### src/rtl/digit_accum_if.sv
// -----------------------------------------------------------------------------
// digit_accum_if
// Handshake bundle between a digit source / result consumer and digit_accum.
//   digit_in     [DIGIT_W]  digit value, MS digit first
//   digit_last   [1]        digit closes the word early
//   digit_valid  [1]        digit_in / digit_last valid
//   digit_ready  [1]        accumulator accepts a digit this cycle
//   result       [OUT_W]    packed word, stable while result_valid
//   result_valid [1]        result available
//   result_ready [1]        consumer takes the result
// master: digit source + result consumer.  slave: the accumulator.
// -----------------------------------------------------------------------------
interface digit_accum_if #(
  parameter int DIGIT_W = 4,
  parameter int OUT_W   = 16
) ();
  logic [DIGIT_W-1:0] digit_in;
  logic               digit_last;
  logic               digit_valid;
  logic               digit_ready;
  logic [OUT_W-1:0]   result;
  logic               result_valid;
  logic               result_ready;

  modport master (
    output digit_in, digit_last, digit_valid, result_ready,
    input  digit_ready, result, result_valid
  );

  modport slave (
    input  digit_in, digit_last, digit_valid, result_ready,
    output digit_ready, result, result_valid
  );
endinterface

### src/rtl/digit_accum.sv
// -----------------------------------------------------------------------------
// digit_accum
// Serial digit accumulator: packs a stream of digits (MS digit first) into one
// binary word. Hex mode shifts by DIGIT_W and adds; decimal mode multiplies by
// ten (shift-and-add, no multiplier) and adds.
// Ports:
//   clk        rising-edge clock
//   rst_n      asynchronous active-low reset
//   start      begin a new word (clears acc/count/flags, latches mode)
//   mode       0 = hex, 1 = decimal; sampled only with start
//   bus        digit and result handshakes (digit_accum_if.slave)
//   overflow   sticky: some step exceeded OUT_W bits
//   digit_err  sticky: decimal word received a digit above 9
//   count      digits accepted in the current word
// -----------------------------------------------------------------------------
module digit_accum #(
  parameter int DIGIT_W    = 4,
  parameter int NUM_DIGITS = 4,
  parameter int OUT_W      = 16
) (
  input  logic                            clk,
  input  logic                            rst_n,
  input  logic                            start,
  input  logic                            mode,
  digit_accum_if.slave                    bus,
  output logic                            overflow,
  output logic                            digit_err,
  output logic [$clog2(NUM_DIGITS+1)-1:0] count
);

  localparam int CNT_W  = $clog2(NUM_DIGITS + 1);
  // Headroom wide enough for acc*10 + digit or (acc << DIGIT_W) + digit.
  localparam int WIDE_W = OUT_W + DIGIT_W + 4;
  localparam logic [CNT_W-1:0] LAST_CNT = CNT_W'(NUM_DIGITS - 1);

  typedef enum logic [1:0] {
    IDLE  = 2'b00,
    ACCUM = 2'b01,
    DONE  = 2'b10
  } state_t;

  state_t             state_r, state_s;
  logic [OUT_W-1:0]   acc_r, acc_s;
  logic [CNT_W-1:0]   cnt_r, cnt_s;
  logic               ovf_r, ovf_s;
  logic               err_r, err_s;
  logic               mode_r, mode_s;
  logic               rvalid_r;
  logic               accept_s;
  logic               last_s;
  logic [WIDE_W-1:0]  step_s;

  // One accumulation step at full width; bits above OUT_W signal overflow.
  function automatic logic [WIDE_W-1:0] step(
    input logic [OUT_W-1:0]   acc,
    input logic [DIGIT_W-1:0] digit,
    input logic               dec
  );
    logic [WIDE_W-1:0] a;
    logic [WIDE_W-1:0] d;
    a = WIDE_W'(acc);
    d = WIDE_W'(digit);
    if (dec) begin
      step = (a << 3) + (a << 1) + d;
    end else begin
      step = (a << DIGIT_W) + d;
    end
  endfunction

  // Decimal digit range check.
  function automatic logic is_bad_dec(input logic [DIGIT_W-1:0] digit);
    is_bad_dec = (digit > DIGIT_W'(4'd9));
  endfunction

  // A digit offered in the start cycle is refused so the fresh word starts clean.
  assign bus.digit_ready = (state_r == ACCUM) & ~start;

  // Next-state and datapath update; start overrides every state.
  always_comb begin
    state_s  = state_r;
    acc_s    = acc_r;
    cnt_s    = cnt_r;
    ovf_s    = ovf_r;
    err_s    = err_r;
    mode_s   = mode_r;
    accept_s = bus.digit_valid & bus.digit_ready;
    last_s   = bus.digit_last | (cnt_r == LAST_CNT);
    step_s   = step(acc_r, bus.digit_in, mode_r);
    if (start) begin
      state_s = ACCUM;
      acc_s   = {OUT_W{1'b0}};
      cnt_s   = {CNT_W{1'b0}};
      ovf_s   = 1'b0;
      err_s   = 1'b0;
      mode_s  = mode;
    end else begin
      case (state_r)
        IDLE: begin
          state_s = IDLE;
        end
        ACCUM: begin
          if (accept_s) begin
            acc_s = step_s[OUT_W-1:0];
            cnt_s = cnt_r + CNT_W'(1);
            ovf_s = ovf_r | (|step_s[WIDE_W-1:OUT_W]);
            err_s = err_r | (mode_r & is_bad_dec(bus.digit_in));
            if (last_s) begin
              state_s = DONE;
            end else begin
              state_s = ACCUM;
            end
          end else begin
            state_s = ACCUM;
          end
        end
        DONE: begin
          if (bus.result_ready) begin
            state_s = IDLE;
          end else begin
            state_s = DONE;
          end
        end
        default: begin
          state_s = IDLE;
        end
      endcase
    end
  end

  // State and datapath registers; result_valid is registered alongside DONE.
  always_ff @(posedge clk or negedge rst_n) begin
    if (!rst_n) begin
      state_r  <= IDLE;
      acc_r    <= {OUT_W{1'b0}};
      cnt_r    <= {CNT_W{1'b0}};
      ovf_r    <= 1'b0;
      err_r    <= 1'b0;
      mode_r   <= 1'b0;
      rvalid_r <= 1'b0;
    end else begin
      state_r  <= state_s;
      acc_r    <= acc_s;
      cnt_r    <= cnt_s;
      ovf_r    <= ovf_s;
      err_r    <= err_s;
      mode_r   <= mode_s;
      rvalid_r <= (state_s == DONE);
    end
  end

  assign bus.result       = acc_r;
  assign bus.result_valid = rvalid_r;
  assign overflow         = ovf_r;
  assign digit_err        = err_r;
  assign count            = cnt_r;

endmodule

### src/flat_wrapper.sv
// flat-port wrapper written by rule: the top's interface ports become plain ports
module digit_accum_flat 
#(
  parameter int DIGIT_W    = 4,
  parameter int NUM_DIGITS = 4,
  parameter int OUT_W      = 16
)
  (clk, rst_n, start, mode, overflow, digit_err, count, bus_digit_in, bus_digit_last, bus_digit_valid, bus_result_ready, bus_digit_ready, bus_result, bus_result_valid);
  digit_accum_if #(.DIGIT_W(DIGIT_W), .OUT_W(OUT_W)) bus_i ();
  input  logic clk;
  input  logic rst_n;
  input  logic start;
  input  logic mode;
  output logic overflow;
  output logic digit_err;
  output logic [$clog2(NUM_DIGITS+1)-1:0] count;
  input wire logic [$bits(bus_i.digit_in)-1:0] bus_digit_in;
  input wire logic [$bits(bus_i.digit_last)-1:0] bus_digit_last;
  input wire logic [$bits(bus_i.digit_valid)-1:0] bus_digit_valid;
  input wire logic [$bits(bus_i.result_ready)-1:0] bus_result_ready;
  output wire logic [$bits(bus_i.digit_ready)-1:0] bus_digit_ready;
  output wire logic [$bits(bus_i.result)-1:0] bus_result;
  output wire logic [$bits(bus_i.result_valid)-1:0] bus_result_valid;
  assign bus_i.digit_in = bus_digit_in;
  assign bus_i.digit_last = bus_digit_last;
  assign bus_i.digit_valid = bus_digit_valid;
  assign bus_i.result_ready = bus_result_ready;
  assign bus_digit_ready = bus_i.digit_ready;
  assign bus_result = bus_i.result;
  assign bus_result_valid = bus_i.result_valid;
  digit_accum #(.DIGIT_W(DIGIT_W), .NUM_DIGITS(NUM_DIGITS), .OUT_W(OUT_W)) u_core (.clk(clk), .rst_n(rst_n), .start(start), .mode(mode), .bus(bus_i), .overflow(overflow), .digit_err(digit_err), .count(count));
endmodule
### config.mk
export PLATFORM = sky130hd
export DESIGN_NAME = digit_accum_flat
export DESIGN_NICKNAME = d
export VERILOG_FILES = /design/src/rtl/digit_accum_if.sv /design/src/rtl/digit_accum.sv /design/src/flat_wrapper.sv
export SDC_FILE = /design/constraint.sdc
export NUM_CORES = 1
export LEC_CHECK = 0
export CAP_MARGIN = 20
export CORE_MARGIN = 10
export CORE_UTILIZATION = 55
export CTS_CLUSTER_DIAMETER = 60
export DETAILED_ROUTE_END_ITERATION = 7
export GPL_ROUTABILITY_DRIVEN = 0
export HOLD_SLACK_MARGIN = 0.15
export PLACE_DENSITY = 0.87
export SLEW_MARGIN = 20
export SYNTH_ARGS = -nofsm -noshare
export SYNTH_HDL_FRONTEND = slang
export SYNTH_SLANG_ARGS = --single-unit
### constraint.sdc
create_clock -name clk -period 3.7 [get_ports clk]
set_input_delay 0.555 -clock clk [delete_from_list [all_inputs] [get_ports clk]]
set_output_delay 0.555 -clock clk [all_outputs]
set_load 0.01 [all_outputs]
=== Word level (Yosys, flattened, before mapping) ===
Cells that the tools add are included.

* Flip-flop bits (word level): 25
* Input bits: 11
* Output and inout port bits: 23
* Word-level logic and storage cells: 45

* Add/subtract/negate cells: 4
* Order comparisons: 1
* Equality and inequality tests: 4
* Muxes and demuxes: 18
* Bitwise logic cells: 7
* Reductions and logical operators: 4

{| class="wikitable"
|+ Operators by type and width
! kind !! number
|-
| $mux 16 || 3
|-
| $add 24x4->24 || 1
|-
| $mux 24 || 1
|-
| $add 20x4->21 || 1
|-
| $add 19x17->20 || 1
|-
| $mux 3 || 3
|-
| $mux 2 || 4
|-
| $reduce_or 8->1 || 1
|-
| $mux 1 || 6
|-
| $eq 2x2->1 const B || 2
|-
| $gt 4x4->1 const B || 1
|-
| $pmux 2 s2 || 1
|-
| $reduce_bool 2->1 || 2
|-
| $add 3x1->3 const B || 1
|-
| $and 1x1->1 || 3
|-
| $eq 3x2->1 const B || 1
|-
| $or 1x1->1 || 3
|-
| $eq 2x1->1 const B || 1
|-
| $reduce_and 2->1 || 1
|-
| $not 1->1 || 1
|}

=== Longest topological paths before layout ===
* Depth after elaboration: 8
* Mapped depth: 12
* Mapped depth without buffers: 12

=== Least setup slack after synthesis ===
OpenSTA, ideal clock, no wires.

* Path type: register -> register
* From: reg u_core.acc_r[0], in the netlist u_core.bus.result[0]
* To: reg u_core.ovf_r, in the netlist u_core.overflow
* Library setup time: 0.096 ns
* Arrival time: 3.137 ns
* Data required time: 3.604 ns
* Path slack: 0.467 ns
* Stages on the path, launching flop included: 12
* Buffers on the path: 0
* Clock period less this slack: 3.233 ns
* Cells stage by stage: dfrtp_1 -> ha_1 -> fa_1 -> a21o_1 -> a221oi_2 -> mux2i_1 -> o211ai_1 -> or3_4 -> nor4b_4 -> nor2_1 -> nand3b_1 -> a311oi_2

* Longest elaborated chain between the ends: 8
* Elaborated cells on any way between the ends: 9
* Those cells by class: add/sub: 3; mux: 4; bitwise: 1; reduce/logical: 1

{| class="wikitable"
|+ RTL lines
! item !! line !! source
|-
| start: declaration || digit_accum.sv:43 || <nowiki>logic [OUT_W-1:0] acc_r, acc_s;</nowiki>
|-
| start signal: assignment || digit_accum.sv:134 || <nowiki>acc_r <= {OUT_W{1'b0}};</nowiki>
|-
| start signal: assignment || digit_accum.sv:142 || <nowiki>acc_r <= acc_s;</nowiki>
|-
| $add 19x17->20 || digit_accum.sv:64 || <nowiki>step = (a << 3) + (a << 1) + d;</nowiki>
|-
| $add 24x4->24 || digit_accum.sv:64 ||
|-
| $mux 24 (*) || digit_accum.sv:63 || <nowiki>if (dec) begin</nowiki>
|-
| $reduce_or 8->1 (*) || digit_accum.sv:105 || <nowiki>ovf_s = ovf_r | (|step_s[WIDE_W-1:OUT_W]);</nowiki>
|-
| $or 1x1->1 (*) || digit_accum.sv:105 ||
|-
| $mux 1 (*) || digit_accum.sv:102 || <nowiki>if (accept_s) begin</nowiki>
|-
| $mux 1 (*) || digit_accum.sv:97 || <nowiki>case (state_r)</nowiki>
|-
| $mux 1 (*) || digit_accum.sv:89 || <nowiki>if (start) begin</nowiki>
|-
| end signal: assignment || digit_accum.sv:144 || <nowiki>ovf_r <= ovf_s;</nowiki>
|-
| end: declaration || digit_accum.sv:45 || <nowiki>logic ovf_r, ovf_s;</nowiki>
|}

Mark *: on every way between the ends. The rest lies on a longest branch, timed or not. The select of a mux whose other input is x is not followed.
A chain may end at the register's enable or synchronous reset.

=== Worst setup path in the final report ===
Same ends and word-level chain as after synthesis.

==> reports/summary.log <==
INFO  outcome        result_of_the_run=completed
INFO  logic_synthesis library_cell_occupying_the_most_area_in_the_post_synthesis_netlist=sky130_fd_sc_hd__dfrtp_1
INFO  route          routedWlPerCell=15.8um
INFO  logic_synthesis synth.cell_area=0.00237mm2
INFO  logic_synthesis synth.ff_latch_count=25
INFO  clock_tree     clkTransAtPathRegs=0.09ns
INFO  worst_setup_path critical_path_required=3.88ns
INFO  pwr            switching_share=0.394
INFO  pwr            peak_ir_drop_on_the_vdd_network=0.262mV
INFO  route          detailedRoute.firstIterationViolations=126
INFO  logic_synthesis synth_top_cells_by_area=sky130_fd_sc_hd__dfrtp_1 26%, sky130_fd_sc_hd__ha_1 11%, sky130_fd_sc_hd__xnor2_1 8.5%
INFO  grt            grt_max_degree=28
INFO  layout         n_antenna_cell=0
INFO  worst_setup_path crit_path_cell_chain=ha_1, fa_1, a21o_1, a221oi_4, mux2i_1, o211ai_1, or3_4, nor4b_4, nor2_1, nand3b_1, a311oi_2
INFO  logic_synthesis synth.top_cells.by_count=39 x sky130_fd_sc_hd__nor2_1, 25 x sky130_fd_sc_hd__a21oi_1, 25 x sky130_fd_sc_hd__dfrtp_1
INFO  layout         number_of_nets_in_the_final_layout=343
INFO  route          totalWireLength=5640um
INFO  pwr            clockPowerShare=0.168
INFO  floorplan      top_level_ports=34
INFO  hold_path      hold_class=primary input to asynchronous set/reset pin
INFO  floorplan      die-height=85.7um
INFO  layout         post_route_cells_drive_above_1_share=0.0649
INFO  grt            grt.overflow.total=0
INFO  worst_setup_path cp_slowest_cell=sky130_fd_sc_hd__dfrtp_1
INFO  floorplan      start_util=0.581
INFO  route          drtPass1Iterations=4
INFO  logic_synthesis synth-edff-count=0
INFO  logic_synthesis synth-warning-count=0
INFO  timing         post-route-min-period=3.44ns
INFO  run            drv.max_cap_violation_count=0
INFO  placed_design  placement.io_buffers=33
INFO  timing         rsz_0062_raised_after_global_routing=false
INFO  pwr            cellPowerDensity=348mW/mm2
INFO  grt            first_global_vias=2188
INFO  clock_tree     cts_tree=yes
INFO  logic_synthesis yosys.cell_count.top_type=sky130_fd_sc_hd__nor2_1
INFO  pwr            netSwitchingPower=382uW
INFO  floorplan      count_of_standard_cell_rows=23
INFO  timing         final_max_slew_viol_count=0
INFO  timing         maxSlewHeadroom=0.362
INFO  grt            grt_first_pass_wirelength=10000um
INFO  floorplan      width_of_the_chip=85.7um
INFO  pwr            total_leakage_power=1.20nW
INFO  floorplan      fp.dieArea=0.00734mm2
INFO  pwr            share_of_total_power_in_combinational_logic=0.472
INFO  logic_synthesis seq_area_frac_synth=0.264
INFO  logic_synthesis netlist.area_leader.share=0.264
INFO  logic_synthesis postSynthAreaPerCell=8.44um2
INFO  logic_synthesis post_synthesis_instance_total=281
INFO  worst_setup_path worstPathMaxFanout=5
INFO  grt            grt_use_total=0.159
INFO  worst_setup_path critPathTopFamily=simple AND/OR/NAND/NOR gates
INFO  timing         clock_skews=0.00253ns
INFO  route          vias_per_cell=5.93
INFO  layout         final_core_util=0.682
INFO  clock_tree     clk_path_buf_depth=2
INFO  clock_tree     clk-insertion-delay-late=0.27ns
INFO  worst_setup_path cp-end-kind=flop
INFO  route          num_vias=2122
INFO  timing         worst_pin_slew=0.956ns
INFO  worst_setup_path cp_arrival=3.62ns
INFO  logic_synthesis yosysUniqueCellTypes=48
INFO  layout         synthToLayoutAreaGrowth=17.6%
INFO  clock_tree     root_buffer=sky130_fd_sc_hd__clkbuf_8
INFO  timing         final.setup.tns=0ns
INFO  pwr            sequential_group_share_of_total_power=0.360
INFO  logic_synthesis dominantRegCellSynth=sky130_fd_sc_hd__dfrtp_1
INFO  layout         final.fill_count=341
INFO  worst_setup_path critical_path_buf_inv_count=0
INFO  timing         timing.final.crit_share=0.929
INFO  timing         finalHoldViolCount=0
INFO  route          postRouteAntennaNets=0
INFO  clock_tree     number_of_clock_sinks=25
INFO  worst_setup_path crit_path_max_incr_delay=0.44ns
INFO  floorplan      design.core.area=0.00409mm2
INFO  timing         finalSetupViolCount=0
INFO  timing         max_freq=291MHz
INFO  pwr            cell_internal_pwr=588uW
INFO  logic_synthesis postSynthNetCount=315
INFO  clock_tree     cts_resized=0
INFO  route          remaining_drc_errors=0
INFO  logic_synthesis synth-async-reset-ratio=1.00
INFO  placed_design  dp.final_hpwl=4340um
INFO  grt            grt_antenna_before_repair=0
INFO  clock_tree     numCtsBuffers=3
INFO  clock_tree     cts_hold_buffers=0
INFO  worst_setup_path timing.setup.critical_path_class=flop to flop
INFO  clock_tree     post-cts-setup-buffer-count=0
INFO  worst_setup_path worst_setup_sp_type=flop
INFO  clock_tree     cts-htree-levels=1
-- power by group through the flow --
stage	logic [mW]	clock network (mW)	registers, mW
2_1_floorplan	0.324	0	0.343
3_3_place_gp	0.442	0	0.354
3_5_place_dp	0.454	0	0.355
4_1_cts	0.456	0.163	0.349
5_1_grt	0.513	0.176	0.355
6_report	0.458	0.163	0.350
-- flip-flops by register name, summed over array words and instances (netlist names) --
register / flops
u_core.digit_err: 1
u_core.bus.result: 16
u_core.count: 3
u_core.bus.result_valid: 1
u_core.mode_r: 1
u_core.overflow: 1
u_core.state_r: 2
-- final timing paths --
kind,cells past startpoint,slack [ns],to,from
setup / recovery,11,0.26,u_core.overflow,u_core.bus.result[0]
hold / removal,1,0.26,u_core.count[0],rst_n
setup reg to reg,11,0.26,u_core.overflow,u_core.bus.result[0]
hold reg to reg,2,0.52,u_core.digit_err,u_core.digit_err
max in group asynchronous,1,3.07,u_core.bus.result[2],rst_n
min in group clk,2,0.52,u_core.digit_err,u_core.digit_err
-- logic make-up (layout without fill, tap and decap cells) --
kind of cell	Yosys count	in the layout	synth area share
adders and majority gates	23	23	0.128
and+or+nand+nor	93	93	0.198
muxes	10	10	0.0427
DFF	25	25	0.264
xor gates and xnor gates	28	28	0.103
AOI/OAI and AO/OA	76	76	0.220
buffers and inverters	26	53	0.0438
-- routing by layer --
metal | wire length [um] | GRT usage
met2 | 2810 | 0.272
met3 | 305 | 0.0397
met5 | 0 | 0
met1 | 2450 | 0.188
met4 | 81 | 0.0524
-- final cells by class --
class,instances,area [um2],area share
clock buffers,3,41.3,0.0148
flip-flops and latches,25,626,0.224
multi-input cells,230,1650,0.593
clock inverters,1,5.00,0.00179
well taps,50,62.6,0.0224
repair buffers,37,355,0.127
inverters,12,45.0,0.0162
-- layout by cell type (no fill, tap or decap), types with 2 or more instances in the layout --
cell | netlist | routed
sky130_fd_sc_hd__a21o_1 | 7 | 7
sky130_fd_sc_hd__nor3_1 | 6 | 6
sky130_fd_sc_hd__a21oi_1 | 25 | 25
sky130_fd_sc_hd__xnor2_1 | 23 | 23
sky130_fd_sc_hd__mux2i_1 | 9 | 9
sky130_fd_sc_hd__nand3_1 | 5 | 5
sky130_fd_sc_hd__nand3b_1 | 4 | 4
sky130_fd_sc_hd__nand4_1 | 5 | 5
sky130_fd_sc_hd__o21ai_0 | 6 | 6
sky130_fd_sc_hd__nor2_1 | 39 | 39
sky130_fd_sc_hd__a211oi_1 | 16 | 16
sky130_fd_sc_hd__or3_4 | 2 | 2
sky130_fd_sc_hd__o211ai_1 | 8 | 8
sky130_fd_sc_hd__fa_1 | 2 | 2
sky130_fd_sc_hd__xor2_1 | 5 | 5
sky130_fd_sc_hd__clkbuf_8 | 0 | 3
sky130_fd_sc_hd__inv_1 | 12 | 12
sky130_fd_sc_hd__nand2_1 | 18 | 18
sky130_fd_sc_hd__nor2b_1 | 3 | 3
sky130_fd_sc_hd__dfrtp_1 | 25 | 25
sky130_fd_sc_hd__clkdlybuf4s50_1 | 0 | 32
sky130_fd_sc_hd__nand2b_1 | 3 | 3
sky130_fd_sc_hd__ha_1 | 21 | 21
sky130_fd_sc_hd__buf_4 | 0 | 4
-- per-stage QoR --
stage | hold WS, ns | cells | power (mW) | area, um2 | worst slack (ns)
6_report | 0.262 | 358 | 0.970 | 2790 | 0.261
5_1_grt | 0.293 | 358 | 1.05 | 2790 | 0.0514
4_1_cts | 0.522 | 358 | 0.969 | 2780 | 0.198
3_5_place_dp | 0.509 | 354 | 0.808 | 2740 | 0.132
3_3_place_gp | 0.502 | 354 | 0.796 | 2740 | 0.262
2_1_floorplan | 0.259 | 281 | 0.668 | 2370 | 0.467
(Power assumes the default switching activity.)
